--- config.mk ---
export PLATFORM = sky130hd
export DESIGN_NAME = instr_fetch_unit
export DESIGN_NICKNAME = d
export VERILOG_FILES = /design/src/rtl/instr_fetch_unit.sv
export SDC_FILE = /design/constraint.sdc
export NUM_CORES = 1
export LEC_CHECK = 0
export CAP_MARGIN = 20
export CORE_UTILIZATION = 30
export CTS_CLUSTER_SIZE = 14
export DETAILED_ROUTE_END_ITERATION = 10
export PLACE_DENSITY = 0.57
export SLEW_MARGIN = 20
export SYNTH_ARGS = -nofsm -noshare
export SYNTH_HDL_FRONTEND = slang
export SYNTH_SLANG_ARGS = --single-unit
--- constraint.sdc ---
create_clock -name clk -period 5 [get_ports clk]
set_clock_uncertainty 0.05 [all_clocks]
set_input_delay 1 -clock clk [delete_from_list [all_inputs] [get_ports clk]]
set_output_delay 1 -clock clk [all_outputs]
set_load 0.02 [all_outputs]
--- src/rtl/instr_fetch_unit.sv ---
// Fetch stage feeding the MIPS control unit: owns the PC, fetches over a ready handshake,
// resolves branch/jump on decode accept. Optional perf counters under FETCH_PERF_CNT_EN.
module instr_fetch_unit #(
    parameter logic [31:0] RESET_PC = 32'h0000_0000,
    parameter int unsigned MAX_WAIT = 16
) (
    input  logic        clk,
    input  logic        rst,
    output logic        imem_req,
    output logic [31:0] imem_addr,
    input  logic        imem_ready,
    input  logic [31:0] imem_rdata,
    output logic [31:0] instr,
    output logic [5:0]  opcode,
    output logic        instr_valid,
    input  logic        dec_ready,
    output logic [31:0] pc,
    output logic [31:0] link_addr,
    input  logic        brn,
    input  logic        bne,
    input  logic        jmp,
    input  logic        zero,
    input  logic [31:0] br_imm,
    input  logic        flush,
    input  logic [31:0] flush_pc,
    output logic        imem_timeout
`ifdef FETCH_PERF_CNT_EN
    ,
    output logic [31:0] retired_cnt,
    output logic [31:0] stall_cnt
`endif
);

    localparam int WCW = $clog2(MAX_WAIT + 1);
    localparam logic [WCW-1:0] W_MAX = WCW'(MAX_WAIT);
    localparam logic [WCW-1:0] W_ONE = WCW'(1);

    typedef enum logic [1:0] {
        S_BOOT,
        S_FETCH,
        S_VALID,
        S_DROP
    } state_t;

    state_t         r_state;
    logic [31:0]    r_pc;
    logic [31:0]    r_addr;
    logic [31:0]    r_instr;
    logic           r_valid;
    logic           r_req;
    logic           r_timeout;
    logic [WCW-1:0] r_wait;

    logic [31:0] w_pc4;
    logic [31:0] w_flush_tgt;
    logic [31:0] w_br_tgt;
    logic [31:0] w_jmp_tgt;
    logic [31:0] w_next_pc;
    logic        w_taken;
    logic        w_stall;

    assign w_pc4       = r_pc + 32'd4;
    assign w_flush_tgt = flush_pc & 32'hFFFF_FFFC;
    assign w_br_tgt    = w_pc4 + (br_imm << 2);
    assign w_jmp_tgt   = {w_pc4[31:28], r_instr[25:0], 2'b00};
    assign w_taken     = (brn & zero) | (bne & ~zero);
    assign w_next_pc   = jmp ? w_jmp_tgt : (w_taken ? w_br_tgt : w_pc4);
    assign w_stall     = r_req & ~imem_ready;

    // r_addr is kept apart from r_pc so S_DROP can hold the old request address
    // while r_pc already carries the redirect target.
    always_ff @(posedge clk or posedge rst) begin
        if (rst) begin
            r_state <= S_BOOT;
            r_pc    <= RESET_PC;
            r_addr  <= RESET_PC;
            r_instr <= 32'h0;
            r_valid <= 1'b0;
            r_req   <= 1'b0;
        end else begin
            case (r_state)
                S_BOOT: begin
                    r_state <= S_FETCH;
                    r_req   <= 1'b1;
                    if (flush) begin
                        r_pc   <= w_flush_tgt;
                        r_addr <= w_flush_tgt;
                    end else begin
                        r_addr <= r_pc;
                    end
                end
                S_FETCH: begin
                    if (flush) begin
                        r_pc <= w_flush_tgt;
                        if (imem_ready) begin
                            r_addr <= w_flush_tgt;
                        end else begin
                            r_state <= S_DROP;
                        end
                    end else if (imem_ready) begin
                        r_instr <= imem_rdata;
                        r_valid <= 1'b1;
                        r_req   <= 1'b0;
                        r_state <= S_VALID;
                    end
                end
                S_VALID: begin
                    if (flush) begin
                        r_valid <= 1'b0;
                        r_pc    <= w_flush_tgt;
                        r_addr  <= w_flush_tgt;
                        r_req   <= 1'b1;
                        r_state <= S_FETCH;
                    end else if (dec_ready) begin
                        r_valid <= 1'b0;
                        r_pc    <= w_next_pc;
                        r_addr  <= w_next_pc;
                        r_req   <= 1'b1;
                        r_state <= S_FETCH;
                    end
                end
                S_DROP: begin
                    if (flush) begin
                        r_pc <= w_flush_tgt;
                    end else if (imem_ready) begin
                        r_addr  <= r_pc;
                        r_state <= S_FETCH;
                    end
                end
                default: begin
                    r_state <= S_BOOT;
                    r_valid <= 1'b0;
                    r_req   <= 1'b0;
                end
            endcase
        end
    end

    // Saturating wait counter; the request itself keeps going after the timeout pulse.
    always_ff @(posedge clk or posedge rst) begin
        if (rst) begin
            r_wait    <= '0;
            r_timeout <= 1'b0;
        end else begin
            r_timeout <= 1'b0;
            if (flush || !w_stall) begin
                r_wait <= '0;
            end else if (r_wait != W_MAX) begin
                r_wait    <= r_wait + W_ONE;
                r_timeout <= ((r_wait + W_ONE) == W_MAX);
            end
        end
    end

`ifdef FETCH_PERF_CNT_EN
    logic [31:0] r_retired_cnt;
    logic [31:0] r_stall_cnt;

    always_ff @(posedge clk or posedge rst) begin
        if (rst) begin
            r_retired_cnt <= 32'h0;
            r_stall_cnt   <= 32'h0;
        end else begin
            if (r_valid && dec_ready && !flush) begin
                r_retired_cnt <= r_retired_cnt + 32'd1;
            end
            if (w_stall) begin
                r_stall_cnt <= r_stall_cnt + 32'd1;
            end
        end
    end

    assign retired_cnt = r_retired_cnt;
    assign stall_cnt   = r_stall_cnt;
`endif

    assign imem_req     = r_req;
    assign imem_addr    = r_addr;
    assign instr        = r_instr;
    assign opcode       = r_instr[31:26];
    assign instr_valid  = r_valid;
    assign pc           = r_pc;
    assign link_addr    = w_pc4;
    assign imem_timeout = r_timeout;

endmodule

==> flow_summary_export.csv <==
group,metric,value,unit
synthesis,synth-main-ff-cell,"dfrtp_1",
setup_path,worst_setup_path_end_kind,"flip-flop",
die,std_cell_rows,59,
setup_path,path_max_fanout,9,
setup_path,critPathSlowestCell,"dfrtp_1",
pwr,power,4.62,mW
die,dieArea,27000,sq um
finish,fill_cells,2650,
synthesis,avgSynthCellArea,8.33,sq um
setup_path,path_common_cell,"nand3_1",
synthesis,yosysWarnings,0,
placement,dpl.hpwl,23900,microns
synthesis,synth_cell_types,75,
synthesis,synth_compound_area_share,24.9,%
global_route,antenna_found_initial,4,
pwr,p_leak,4.38,nW
setup_path,path_buf_inv,0,
global_route,grt_pass1_wl,46800,microns
detailed_routing,drc_errors,0,
clocking,ctsRootBufferMaster,"clkbuf_16",
placement,port_buffers,237,
clocking,clkTransAtPathRegs,90,ps
clocking,post-cts-setup-buffers,0,
setup_path,crit_chain,"and4_1, nand3_1, nor3_2, nand2_1, xnor2_1, ha_1, nand3_1, nor4_1, nand3_1, o21bai_1, a21boi_0, xnor2_1, a221oi_1, a31oi_1",
finish,layout_commonest_cell,"clkdlybuf4s50_1",
detailed_routing,vias_per_cell,5.53,
clocking,numCtsBuffers,9,
die,ioPinCount,242,
timing,setup_viol,0,
synthesis,yosysSeqAreaShare,33.6,%
pwr,ir_worst_vdd,273,uV
die,die_w,164,microns
synthesis,synth-simple-area-share,19.1,%
finish,nets,1296,
synthesis,yosys_register_bits,106,
setup_path,cp.required,5160,ps
placement,place.gp.congestion,0.891,
global_route,grt.total_usage,23.2,%
setup_path,cp-start-kind,"flip-flop",
clocking,cts_tree,"done",
setup_path,timing.rr.end,"imem_addr[26]$_DFFE_PP0P_",
timing,min_period,4510,ps
timing,rsz0062_at_grt,"false",
synthesis,synthArstFlopShare,100,%
detailed_routing,dr.pass1.iters,5,
synthesis,synth_xor_area_share,5.32,%
setup_path,r2r_slack,490,ps
finish,final_cell_mix,"236 x clkdlybuf4s50_1, 118 x nand2_1, 106 x dfrtp_1",
outcome,status,"finished clean",
setup_path,critPathMaxStageDelay,510,ps
synthesis,synth_adder_area_share,5.79,%
clocking,cts_resized,0,
pwr,p_per_area,423,nW/um^2
min_path,holdPathStages,2,
clocking,cts_max_level,3,
setup_path,critPathKind,"flip-flop to flip-flop",
timing,period_share,90.3,%
timing,hold_violations,0,
setup_path,crit_family,"simple AND/OR/NAND/NOR gates",
finish,register_area,2650,sq um
clocking,clkLatencyLatePin,370,ps
setup_path,r2r.worst_path.cells,14,
global_route,grt_start_max_net_pins,50,
min_path,holdPathEnd,"imem_addr[0]$_DFFE_PP0P_",
global_route,grt_pass1_vias,7854,
detailed_routing,finalWirelength,31300,microns
min_path,hp-start,"imem_addr[0]$_DFFE_PP0P_",
finish,area_delta_synth_final,38.1,%
die,core-area,26000,sq um
synthesis,muxShareOfSynthArea,6.68,%
finish,final_layout_size_suffix_gt1_share,8.10,%
finish,multi_input_area,4890,sq um
detailed_routing,vias,8267,
die,die-height,164,microns
job,maxCapViolCount,0,
min_path,hp-class,"flip-flop to flip-flop",
synthesis,syn_nets,1090,
clocking,clkSinkCount,106,
timing,tns,0,ps
setup_path,r2r_start,"pc[4]$_DFFE_PP0P_",
timing,maxSlewViolCount,0,
detailed_routing,final_antenna_net_count,0,
detailed_routing,drtIter0Drc,583,
setup_path,crit_arrival,4680,ps
synthesis,synth_top_family_by_area,"compound AO/OA/AOI/OAI gates",
timing,timing.slew.headroom,25.0,%
detailed_routing,wl_per_cell,20.9,microns
global_route,overflow,0,
synthesis,synthCells,949,
timing,fmax,0.222,GHz
clocking,clock_path_buffers,2,
die,initial_core_util,30.4,%
synthesis,synth_edf_count,0,
timing,worst_pin_slew,1120,ps
clocking,ctsHoldBuffers,0,
synthesis,syn_area,7900,sq um
## per-layer routing
metal	GRT usage [%]	share of wire [%]	up-vias
met3	6.19	9.6	39
met5	0	0.12	-
li1	-	-	3891
met2	37.4	46	371
met1	30.1	42	3960
met4	6.73	2.0	6
## stage by stage
stage / worst slack (ps) / util (%) / instance area, sq um / instances / hold WS, ps
floorplan: 900 / - / 7900 / 949 / 462
global placement: 609 / 40.8 / 10600 / 1479 / 407
detailed placement: 515 / 40.8 / 10600 / 1479 / 412
CTS: 516 / 42.0 / 10900 / 1495 / 438
global route: 79.9 / 42.0 / 10900 / 1496 / 463
finish: 486 / 42.0 / 10900 / 1496 / 428
## worst max path at each step
stage	startpoint	end	slack [ps]	cells past startpoint
after floorplan	pc[4]$_DFFE_PP0P_	pc[28]$_DFFE_PP0P_	900	16
after global placement	br_imm[0]	pc[28]$_DFFE_PP0P_	610	13
after detailed placement	pc[8]$_DFFE_PP0P_	imem_addr[31]$_DFFE_PP0P_	510	14
after CTS	pc[8]$_DFFE_PP0P_	imem_addr[31]$_DFFE_PP0P_	520	14
after global routing	pc[4]$_DFFE_PP0P_	imem_addr[26]$_DFFE_PP0P_	80	14
final	pc[4]$_DFFE_PP0P_	imem_addr[26]$_DFFE_PP0P_	490	14
## cell usage after synthesis, types with 7 or more instances
cell type,number,area share [%]
nand2b_1,7,0.55
nand2_1,118,5.6
o22ai_1,10,0.79
nor2b_1,8,0.63
a221oi_1,14,1.6
dfrtp_1,106,34
o211ai_1,18,1.7
o21ai_1,8,0.51
a21o_1,15,1.4
buf_2,7,0.44
xor2_1,18,2.0
clkbuf_1,44,2.1
ha_1,35,5.5
mux2i_1,10,1.3
and2_1,8,0.63
buf_4,8,0.76
nand3_1,39,2.5
nor3_1,14,0.89
o21a_1,8,0.76
a221o_1,7,0.89
nand4_1,10,0.79
a22oi_1,12,1.1
a31oi_1,14,1.1
mux2_2,37,5.3
xnor2_1,30,3.3
and3_1,13,1.0
nor2_1,91,4.3
inv_1,21,1.0
a21oi_1,71,4.5
o21ai_0,62,3.9
## layout make-up
| cell class | instances | area share, % |
|---|---|---|
| clock buffer | 9 | 2.06 |
| sequential | 106 | 24.3 |
| inverter | 21 | 0.745 |
| multi-input combinational | 756 | 44.8 |
| clock inverter | 7 | 0.837 |
| antenna | 1 | 0.0229 |
| tap | 335 | 3.84 |
| timing repair buffer | 261 | 23.3 |
## sequential cells by signal, indices dropped and copies added (netlist names)
| signal | count |
|---|---|
| imem_addr | 32 |
| instr | 32 |
| pc | 32 |
| r_wait | 5 |
| r_state | 2 |
| imem_req | 1 |
| imem_timeout | 1 |
| instr_valid | 1 |
## logic make-up (layout without fill, tap and decap cells)
kind of cell / Yosys count / after routing
compound gates: 295 / 295
xor+xnor: 48 / 48
fa+ha+maj: 36 / 36
buf+inv: 87 / 298
flops: 106 / 106
mux: 48 / 48
other cells: 0 / 1
simple gates: 329 / 329
## worst reg2reg max path, stage by stage (launching register included)
cell and delay [ps]:
dfrtp_1 510, and4_1 330, nand3_1 180, nor3_2 460, nand2_1 130, xnor2_1 330, ha_1 350, nand3_1 150
nor4_1 350, nand3_1 130, o21bai_1 370, a21boi_0 200, xnor2_1 170, a221oi_1 480, a31oi_1 150
## power by group
part / total [mW] / switching, mW / leakage (nW) / internal, mW
clock: 0.771 / 0.407 / 0.152 / 0.365
combinational: 2.42 / 1.30 / 2.96 / 1.12
sequential: 1.42 / 0.290 / 1.27 / 1.14
(Power assumes the default switching activity.)
